**config.mk**
```make
export PLATFORM = sky130hd
export DESIGN_NAME = mac_seq_accumulator
export DESIGN_NICKNAME = d
export VERILOG_FILES = /design/src/rtl/mac_seq_accumulator_pkg.sv /design/src/rtl/mac_seq_accumulator_mult.sv /design/src/rtl/mac_seq_accumulator.sv
export SDC_FILE = /design/constraint.sdc
export NUM_CORES = 1
export LEC_CHECK = 0
export CORE_ASPECT_RATIO = 1.25
export CORE_UTILIZATION = 45
export DETAILED_ROUTE_END_ITERATION = 7
export GPL_TIMING_DRIVEN = 0
export PLACE_DENSITY = 0.69
export SLEW_MARGIN = 5
export SYNTH_ARGS = -nofsm -noshare
export SYNTH_HDL_FRONTEND = slang
export SYNTH_SLANG_ARGS = --single-unit
```
**constraint.sdc**
```tcl
create_clock -name clk -period 12.75 [get_ports clk]
set_clock_uncertainty 0.2 [all_clocks]
set_input_delay 1.9125 -clock clk [delete_from_list [all_inputs] [get_ports clk]]
set_output_delay 1.9125 -clock clk [all_outputs]
set_load 0.005 [all_outputs]
```
**src/rtl/mac_seq_accumulator_pkg.sv**
```systemverilog
// Shared definitions for the MAC accumulator and its 4x4 multiplier:
// FSM state encoding and operand width.
package mac_seq_accumulator_pkg;

    localparam int OP_W = 4;

    typedef enum logic [1:0] {
        IDLE  = 2'd0,
        RUN   = 2'd1,
        DRAIN = 2'd2,
        DONE  = 2'd3
    } state_t;

endpackage

```
**src/rtl/mac_seq_accumulator_mult.sv**
```systemverilog
// Unsigned OP_W x OP_W combinational array multiplier: one shifted partial
// product per multiplier bit, summed into a 2*OP_W-bit product.
module mac_seq_accumulator_mult
    import mac_seq_accumulator_pkg::*;
(
    input  logic [OP_W-1:0]   a,
    input  logic [OP_W-1:0]   b,
    output logic [2*OP_W-1:0] p
);

    logic [2*OP_W-1:0] pp [OP_W];

    generate
        for (genvar gi = 0; gi < OP_W; gi++) begin : g_pp
            assign pp[gi] = b[gi] ? ((2*OP_W)'(a) << gi) : '0;
        end
    endgenerate

    always_comb begin
        p = '0;
        for (int i = 0; i < OP_W; i++) begin
            p = p + pp[i];
        end
    end

endmodule

```
**src/rtl/mac_seq_accumulator.sv**
```systemverilog
// Sequential multiply-accumulate: registers a host-defined run of operand
// pairs into the array multiplier and sums the products into a wide result.
module mac_seq_accumulator
    import mac_seq_accumulator_pkg::*;
#(
    parameter int ACC_W = 16,
    parameter int LEN_W = 4
) (
    input  logic             clk,
    input  logic             rst_n,
    input  logic             start,
    input  logic [LEN_W-1:0] len,
    input  logic [OP_W-1:0]  a,
    input  logic [OP_W-1:0]  b,
    input  logic             in_valid,
    output logic             in_ready,
    output logic [ACC_W-1:0] sum,
    output logic             ovf,
    output logic             out_valid,
    input  logic             out_ready,
    output logic             busy
);

    state_t             state_reg, state_next;
    logic [OP_W-1:0]    a_reg, b_reg;
    logic               v_reg;
    logic [LEN_W-1:0]   cnt_reg;
    logic [ACC_W-1:0]   acc_reg;
    logic               ovf_reg;
    logic [2*OP_W-1:0]  prod;
    logic [ACC_W:0]     acc_next;
    logic               transfer;

    mac_seq_accumulator_mult u_mult (
        .a (a_reg),
        .b (b_reg),
        .p (prod)
    );

    // Extra top bit of acc_next is the carry out of the accumulator.
    assign acc_next = {1'b0, acc_reg} + {{(ACC_W+1-2*OP_W){1'b0}}, prod};
    assign transfer = in_ready & in_valid;
    assign sum      = acc_reg;
    assign ovf      = ovf_reg;

    always_comb begin
        state_next = state_reg;
        in_ready   = 1'b0;
        out_valid  = 1'b0;
        busy       = (state_reg != IDLE);
        case (state_reg)
            IDLE: begin
                if (start) begin
                    state_next = (len != '0) ? RUN : DONE;
                end
            end
            RUN: begin
                in_ready = 1'b1;
                if (in_valid && cnt_reg == LEN_W'(1)) begin
                    state_next = DRAIN;
                end
            end
            DRAIN: begin
                state_next = DONE;
            end
            DONE: begin
                out_valid = 1'b1;
                if (out_ready) begin
                    state_next = IDLE;
                end
            end
            default: state_next = IDLE;
        endcase
    end

    always_ff @(posedge clk or negedge rst_n) begin
        if (!rst_n) begin
            state_reg <= IDLE;
            a_reg     <= '0;
            b_reg     <= '0;
            v_reg     <= 1'b0;
            cnt_reg   <= '0;
            acc_reg   <= '0;
            ovf_reg   <= 1'b0;
        end else begin
            state_reg <= state_next;
            v_reg     <= transfer;
            if (transfer) begin
                a_reg   <= a;
                b_reg   <= b;
                cnt_reg <= cnt_reg - LEN_W'(1);
            end
            // v_reg is never set in IDLE, so the start clear cannot race an add.
            if (state_reg == IDLE && start) begin
                acc_reg <= '0;
                ovf_reg <= 1'b0;
                if (len != '0) begin
                    cnt_reg <= len;
                end
            end else if (v_reg) begin
                acc_reg <= acc_next[ACC_W-1:0];
                if (acc_next[ACC_W]) begin
                    ovf_reg <= 1'b1;
                end
            end
        end
    end

endmodule

```
==> metrics.md, run 1 <==
| Metric | Value |
|---|---|
| Antenna violations before repair | 0 |
| I/O Buffers | 36 |
| Crit. End Element | register |
| Post-DRT Antenna Nets | 0 |
| Die height | 81.8 um |
| Hold Buf Count CTS | 0 |
| Final Hold Fails | 0 |
| MaxCap Viol Count | 0 |
| Flip-flop count of the largest register after layout | 16 |
| Number of global-route vias before repair | 1721 |
| Most used cell, CP | fa_1 |
| CP peak stage delay | 530 ps |
| Per-cell routed wire length | 13.5 um |
| Total GRT Usage | 0.194 |
| CTS Buf Count | 5 |
| Via count | 1774 |
| Cell family with most CP delay | adder cells |
| Setup crit start | b_reg[3]$_DFFE_PN0P_ |
| Arr. time, crit path | 4670 ps |
| HP Class | register to register |
| Non-Filler Instances | 338 |
| Met2 Resource Use GR | 0.327 |
| Syn avg cell area | 9.79 um2 |
| Hold Path Origin | ovf$_DFFE_PN0P_ |
| Status | completed |
| GRT met1 Usage | 0.238 |
| Final setup fails | 0 |
| Fillers | 433 |
| Share of layout cells above drive strength 1 | 0.0683 |
| CTS sink count | 32 |
| CTS tree | built |
| Number of cell rows | 28 |
| Layout Utilization | 0.586 |
| Slew headroom | 0.521 |
| Reg2reg start | b_reg[3]$_DFFE_PN0P_ |
| Clk_lat worst skew | 280 ps |
| Core Box Area | 4800 um2 |
| Most used flip-flop cell after synthesis | dfrtp_1 |
| Tcrit/Tclk final | 0.370 |
| Post-synth cell types | 37 |
| Seq/Total Area, Yosys | 0.350 |
| Gr ovfl total | 0 |
| Drt pass-1 iters | 4 |
| Worst slack, placed | 8020 ps |
| Ports | 37 |
| Post-CTS Resized | 0 |
| EDFF count, synth | 0 |
| Top Usage Layer GRT | met2 |
| Synth Cell Area | 2290 um2 |
| Yosys reg bits | 32 |
| DRT iter0 DRCs | 104 |
| Drt drc | 0 |
| Ant. Diodes | 0 |
| Reg area | 801 um2 |
| First-pass GRT wire length | 7.84 mm |
| Multi-input gate area | 1400 um2 |
| Peak supply drop | 0.130 mV |
| CTS clock-pin slew for the worst setup and hold paths | 70 ps |
| Worst-path fanout max | 5 |
| Net Count, Synth | 284 |
| H-tree levels | 2 |
| Total negative slack | 0 ps |
| Vias per std cell | 5.25 |
| WP buf/inv | 2 |
| Post-Synthesis Cells | 234 |
| CP max-delay cell | fa_1 |
| Cell Chain, Critical Path | and2_1 -> fa_1 -> inv_1 -> fa_1 -> inv_1 -> ha_1 -> fa_1 -> a21o_1 -> a21oi_1 -> xnor2_1 -> ha_1 -> and3_1 -> a221oi_1 -> a211oi_1 -> xnor2_1 -> nor2_1 |
| Least-Margin Pin Slew | 719 ps |
| Power Dens Cells | 262 nW/um2 |
| Pleak | 1.32 nW |
| Clock root cell | clkbuf_8 |
| Clock Tree Buf Depth | 2 |
| Worst setup SP type | register |
| Largest net degree at the start of global routing | 33 |
| Post-DP HPWL | 3.60 mm |
| Data required time of the worst path | 12710 ps |
| Warnings, synthesis | 0 |
| Initial Utilization | 0.477 |
| Gpl congestion | 0.829 |
| Async S/R FF share, synth | 1.00 |
| Post-Place Cells | 330 |
| Met3 Use GR | 0.0375 |
| Setup Buffers After CTS | 0 |
| Final Slew Violations | 0 |
| F_max | 212 MHz |
| CP Class | register to register |
| Die X | 65.8 um |
| Min setup slack post-route | 8030 ps |
| Final #Nets | 327 |
| Die ar. | 5380 um2 |
| Routed WL | 4.55 mm |
| RSZ-0062 raised after global routing | false |
| Post-route minimum period | 4720 ps |
| Synthesis-to-finish area growth | 22.8% |
==> worst reg2reg max path: stages, from the launching register on <==
cell and delay, ps:
dfrtp_1 420, and2_1 170, fa_1 530, inv_1 60, fa_1 530, inv_1 40
ha_1 210, fa_1 400, a21o_1 190, a21oi_1 170, xnor2_1 200, ha_1 330
and3_1 160, a221oi_1 530, a211oi_1 180, xnor2_1 190, nor2_1 60
==> per-stage QoR <==
step / total power, W / hold slack (ps) / instance area (um2)
after detailed placement: 0.000662 / 289 / 2720
after global placement: 0.000647 / 284 / 2730
final: 0.000738 / 301 / 2810
after global routing: 0.000822 / 352 / 2810
after floorplan: 0.000537 / 288 / 2290
after CTS: 0.000747 / 306 / 2810
==> power by group <==
part / internal (W) / switching [W]
logic: 0.000232 / 0.000256
registers: 0.000136 / 0.0000325
clock network: 0.0000431 / 0.0000383
==> logic make-up after synthesis <==
family	after synthesis	synth area share
xor gates and xnor gates	15	0.0574
muxes	13	0.0612
and+or+nand+nor	73	0.167
buffers and inverters	21	0.0377
AOI/OAI and AO/OA	47	0.127
DFF	32	0.350
adders and majority gates	33	0.200
==> worst paths after layout <==
check	endpoint	slack [ps]	cells after the start
setup / recovery	sum[15]$_DFFE_PN0P_	8030	16
hold / removal	ovf$_DFFE_PN0P_	300	1
setup reg to reg	sum[15]$_DFFE_PN0P_	8030	16
hold reg to reg	ovf$_DFFE_PN0P_	300	1
max in group asynchronous	sum[3]$_DFFE_PN0P_	10410	1
min in group asynchronous	cnt_reg[3]$_DFF_PN0_	1480	1
==> cell usage in the layout, fill, tap and decap left out, types with 2 or more instances in the layout <==
cell | Yosys | final
xnor2_1 | 11 | 11
nor3b_1 | 2 | 2
clkdlybuf4s50_1 | 0 | 35
dfrtp_1 | 32 | 32
xor2_1 | 4 | 4
nor4_1 | 4 | 4
ha_1 | 27 | 27
clkinv_2 | 0 | 2
or4_1 | 2 | 2
inv_1 | 15 | 15
and2_1 | 14 | 14
o21ai_0 | 9 | 9
nand2_1 | 18 | 18
a21oi_1 | 13 | 13
mux2_2 | 8 | 8
o211ai_1 | 3 | 3
fa_1 | 6 | 6
o31ai_1 | 2 | 2
a31oi_1 | 3 | 3
clkbuf_8 | 0 | 6
and3_1 | 5 | 5
a21o_1 | 8 | 8
nand2b_1 | 4 | 4
clkbuf_1 | 4 | 4
a211oi_1 | 4 | 4
nand3_1 | 2 | 2
o21a_1 | 2 | 2
mux2i_1 | 5 | 5
nor2_1 | 16 | 16
==> layer usage <==
metal  vias up  wire length (um)
met5         -                 0
met4         0               116
met3        10               130
met2        28              2260
met1       836              2040
li1        900                 -
==> synthesized netlist by cell type (all sizes together), types with 5 or more instances <==
master | number | area share
dfrtp | 32 | 0.35
nor2 | 16 | 0.026
a21oi | 13 | 0.028
fa | 6 | 0.052
and3 | 5 | 0.014
mux2 | 8 | 0.039
inv | 15 | 0.025
o21ai | 10 | 0.022
ha | 27 | 0.15
nand2 | 18 | 0.030
mux2i | 5 | 0.022
and2 | 14 | 0.038
xnor2 | 11 | 0.042
a21o | 8 | 0.026
==> cell type report <==
| class | count | share of cell area |
|---|---|---|
| Buffer | 6 | 0.0107 |
| Clock buffer | 6 | 0.0294 |
| Clock inverter | 2 | 0.00356 |
| Inverter | 15 | 0.0200 |
| Multi-Input combinational cell | 181 | 0.499 |
| Sequential cell | 32 | 0.285 |
| Tap cell | 60 | 0.0267 |
| Timing Repair Buffer | 36 | 0.126 |
No activity file was read; power rests on OpenSTA's default activity.
==> run 2, diff against run 1 <==
==> constraint.sdc (replaced) <==
create_clock -name clk -period 4.5 [get_ports clk]
set_clock_uncertainty 0.2 [all_clocks]
set_input_delay 0.675 -clock clk [delete_from_list [all_inputs] [get_ports clk]]
set_output_delay 0.675 -clock clk [all_outputs]
set_load 0.005 [all_outputs]
==> metrics.md, run 2 (same netlist as run 1, synthesis figures left out) <==
| Metric | Value |
|---|---|
| Status | completed |
| F_max | 232 MHz |
| Antenna violations before repair | 0 |
| Worst slack, placed | -226 ps |
| Final setup fails | 0 |
| Sequential cell fraction of total power | 0.219 |
| Number of global-route vias before repair | 1744 |
| First-pass GRT wire length | 8.00 mm |
| Post-DP HPWL | 3.60 mm |
| CTS sink count | 32 |
| Clock Tree Buf Depth | 2 |
| CP max-delay cell | fa_1 |
| Switching Fraction | 0.447 |
| Routed WL | 4.76 mm |
| Worst setup SP type | register |
| Clk pwr share | 0.107 |
| Final #Nets | 331 |
| Total GRT Usage | 0.199 |
| Peak supply drop | 0.380 mV |
| MaxCap Viol Count | 0 |
| Crit. End Element | register |
| Final Hold Fails | 0 |
| CP peak stage delay | 500 ps |
| Min setup slack post-route | 188 ps |
| Via count | 1810 |
| Drt drc | 0 |
| Most frequent cells in the layout | 35 x clkdlybuf4s50_1, 32 x dfrtp_1, 25 x ha_1, 18 x nand2_1, 16 x nor2_1 |
| Vias per std cell | 5.29 |
| I/O Buffers | 36 |
| Pleak | 1.34 nW |
| Die height | 81.8 um |
| H-tree levels | 2 |
| Logic pwr share | 0.674 |
| CP Class | register to register |
| Largest net degree at the start of global routing | 33 |
| DRT iter0 DRCs | 80 |
| Post-Place Cells | 330 |
| P_sw | 0.000971 W |
| Flop2flop setup slack | 190 ps |
| Non-Filler Instances | 342 |
| Clk_lat worst skew | 280 ps |
| Die ar. | 5380 um2 |
| Gr ovfl total | 0 |
| Drt pass-1 iters | 4 |
| Synthesis-to-finish area growth | 26.8% |
| Layout Utilization | 0.605 |
| Ports | 37 |
| Worst-path fanout max | 5 |
| Die X | 65.8 um |
| CTS Buf Count | 5 |
| Least-Margin Pin Slew | 716 ps |
| Post-DRT Antenna Nets | 0 |
| CTS clock-pin slew for the worst setup and hold paths | 70 ps |
| HP Class | input port to async pin |
| Final hold slack | 242 ps |
| Share of layout cells above drive strength 1 | 0.124 |
| Initial Utilization | 0.477 |
| Number of cell rows | 28 |
| Ant. Diodes | 0 |
| Post-route minimum period | 4310 ps |
| CTS tree | built |
| Gpl congestion | 0.829 |
| Clock root cell | clkbuf_8 |
| Per-cell routed wire length | 13.9 um |
| Cell Chain, Critical Path | and2_1 -> fa_1 -> inv_1 -> fa_1 -> inv_1 -> ha_2 -> fa_2 -> a21o_1 -> a21oi_2 -> xnor2_2 -> ha_1 -> buf_4 -> a221oi_4 -> a211oi_2 -> xnor2_1 -> nor2_1 |
| Tcrit/Tclk final | 0.958 |
| Flip-flop count of the largest register after layout | 16 |
| Pint | 0.00120 W |
| Slew headroom | 0.523 |
| Final Slew Violations | 0 |
| Data required time of the worst path | 4460 ps |
| Power Dens Cells | 748 nW/um2 |
| Arr. time, crit path | 4270 ps |
| Most common cell after layout, fill and taps aside | clkdlybuf4s50_1 |
| Core Box Area | 4800 um2 |
-- run 2: cell count changes in the layout (fill, tap and decap cells not counted), moves of 2 or more --
cell and change:
buf_4 +4, ha_2 +2, a21oi_2 +3, a21oi_1 -3, ha_1 -2, a211oi_2 +2
a211oi_1 -2
-- run 2: area by class of cell --
| cell class | count | area, um2 |
|---|---|---|
| clock buffers | 6 | 82.6 |
| flip-flops and latches | 32 | 801 |
| well taps | 60 | 75.1 |
| fillers | 426 | 1900 |
| plain buffers | 6 | 30.0 |
| inverters | 15 | 56.3 |
| clock inverters | 2 | 10.0 |
| repair buffers | 40 | 385 |
| multi-input cells | 181 | 1460 |
-- run 2: metal layers --
layer  share of wire  global-route usage
met1            0.45               0.241
met4           0.024              0.0935
met3           0.023              0.0347
met2            0.51               0.339
met5               0                   0
-- run 2: path summary, 6_finish.rpt --
check / to / startpoint / cells after the start
setup / recovery: sum[15]$_DFFE_PN0P_ / a_reg[1]$_DFFE_PN0P_ / 16
hold / removal: cnt_reg[3]$_DFF_PN0_ / rst_n / 1
setup reg to reg: sum[15]$_DFFE_PN0P_ / a_reg[1]$_DFFE_PN0P_ / 16
hold reg to reg: ovf$_DFFE_PN0P_ / ovf$_DFFE_PN0P_ / 1
max in group asynchronous: b_reg[2]$_DFFE_PN0P_ / rst_n / 1
min in group clk: ovf$_DFFE_PN0P_ / ovf$_DFFE_PN0P_ / 1
-- run 2: power groups by stage --
stage                     Clock, W  Combinational [W]  Sequential, W
after detailed placement         0            0.00140       0.000482
after global routing      0.000252            0.00166       0.000490
after CTS                 0.000239            0.00143       0.000477
after floorplan                  0            0.00106       0.000456
after global placement           0            0.00135       0.000480
final                     0.000232            0.00146       0.000476
-- run 2: critical path, delay by kind of cell, from the launching register on --
family	cells	cell delay, ps
AOI/OAI and AO/OA	4	850
buffers and inverters	3	260
DFF	1	420
xor gates and xnor gates	2	370
adders and majority gates	5	1840
and+or+nand+nor	2	240
-- run 2: repair_timing --
| item | 4_1_cts | 5_1_grt |
|---|---|---|
| resized for setup | 4 | 9 |
| buffers inserted | 3 | 1 |
| pin swaps | 2 | 10 |
| setup endpoints to repair | 6 | 7 |
| hold buffers | 0 | 0 |
-- run 2: metrics by stage --
step           cell area [um2]  TNS (ps)  power, W
3_3_place_gp              2730      -595   0.00183
4_1_cts                   2860         0   0.00215
6_report                  2900         0   0.00217
2_1_floorplan             2290         0   0.00152
3_5_place_dp              2720      -922   0.00188
5_1_grt                   2900     -9.19   0.00240
==> variant: new RTL, config.mk and constraints of run 2 <==
Reset style: synchronous (`rst_n`), changed in one clocked block.
--- a/src/rtl/mac_seq_accumulator.sv
+++ b/src/rtl/mac_seq_accumulator.sv
@@ -75,3 +75,3 @@
 
-    always_ff @(posedge clk or negedge rst_n) begin
+    always_ff @(posedge clk) begin
         if (!rst_n) begin
Check against the original RTL: differs if rst_n is asserted again (counterexample within 4 cycles, from zero or initial values and one cycle with rst_n low); with rst_n held inactive, the same outputs for 10 cycles.
==> variant against run 2 <==
  * Routed wire length grew 2.7%
  * Global-route usage grew 0.75 points
  * Area after synthesis shrank 1.1%
  * Final cell count grew 7.6%
  * Die area shrank 1.1%
  * Worst setup slack lost 0.034 ns
  * Sequential cell count is the same
  * Final area shrank 3.4%
  * Synthesized cell count grew 12%
  * Critical path type unchanged
  * Highest routed layer unchanged
Power is not compared: it rests on default switching activity, and its combinational part moved more than twofold at a synthesized area within 25%.
==> variant: results (changes against run 2) <==
Synth area leaders: dfxtp_1 (28%), ha_1 (14%), nand2_1 (6.1%)
Non-Clock Buffer Area Fraction: 0.142 (-0.00127)
CTS-repair resized insts: 0 (-4)
Period minus WS final: 4.35 ns (+0.0341 ns)
Violation count after the first detailed-route iteration: 89 (+11%)
Clock-cell share of area: 0.0330 (+0.00111)
Total setup buffers inserted after CTS: 0 (-3)
Routed len/inst: 13.3 um (-4.5%)
Final hold slack: 0.284 ns (+0.0418 ns)
Pin count of the biggest net entering global routing: 11 (-67%)
Met3 layer usage reported by global route: 0.0492 (+0.0144)
Source of the critical timing path: b_reg[3]$_SDFFE_PN0P_
Highest fanout seen on the critical path: 6 (+1)
Sequential share of the synthesized area: 0.283 (-0.0667)
Clk_lat worst skew: 0.29 ns
Wire length on met3: 169 um (+58%)
Routability cong.: 0.773 (-6.8%)
Post-place instance area: 2700 sq um (-0.78%)
Number of fillers in the final layout: 456 (+7.0%)
Pre-CTS WS: 0.0519 ns (+0.278 ns)
Data arrival at the endpoint of the critical path: 4.33 ns (+0.06 ns)
Post-route met1 wirelength: 2150 um (+1.4%)
Worst min-delay path category: reg -> reg
Worst slew pin tran: 0.637 ns (-0.0786 ns)
Final cell area excluding filler cells: 2810 sq um (-3.4%)
Post-synthesis net count: 312 (+9.9%)
NumNets Final: 356 (+7.6%)
R2r setup slk: 0.15 ns (-0.03 ns)
Met1 Usage GRT: 0.239 (-0.00277)
Capturing instance or port of the critical path: sum[11]$_SDFFE_PP0P_
Routed via count: 2029 (+12%)
Length of routed met2 wiring: 2500 um (+3.8%)
Count of multi-input combinational gates: 207 (+14%)
Met2 usage in global routing: 0.366 (+0.0272)
Worst r2r path cells: 15 (-1)
Syn avg cell area: 8.61 sq um (-12%)
Detailed-placement wirelength estimate: 3790 um (+5.3%)
Top cells by instance count after synthesis: nand2_1 (37), dfxtp_1 (32), ha_1 (26), a21oi_1 (18), inv_1 (16)
Post-synthesis async set-or-reset flop share: 0 (-1.00)
Result of the run: completed
Share of the final layout cell area in sequential cells: 0.228 (-0.0475)
Final Routed Wirelength: 4890 um (+2.7%)
All-Layer GR Usage: 0.206 (+0.00752)
[variant: cell families (layout without fill, tap and decap cells)]
family	after synthesis	count (layout)	share of synthesized area
compound gates	64	64	0.203
mux	9	9	0.0398
simple gates	96	96	0.212
buf+inv	24	69	0.0415
flops	32	32	0.283
fa+ha+maj	32	32	0.197
xor+xnor	6	6	0.0232
[variant: power groups by stage]
stage	combinational, mW	clock [mW]	sequential, mW
floorplan	0.164	0	0.338
global placement	0.234	0	0.347
detailed placement	0.237	0	0.348
CTS	0.238	0.241	0.342
global route	0.268	0.259	0.347
finish	0.236	0.234	0.342
[variant: worst max-delay path, cell delays in order, from the launching register on]
cell and delay [ns]:
dfxtp_1 0.34, and2_1 0.18, fa_1 0.53, inv_1 0.05, fa_1 0.52, inv_1 0.04, ha_1 0.22, fa_1 0.41
a21o_1 0.19, a21oi_1 0.16, xnor2_1 0.19, ha_2 0.32, and3_1 0.21, a221oi_4 0.39, a21boi_1 0.15, mux2i_1 0.14
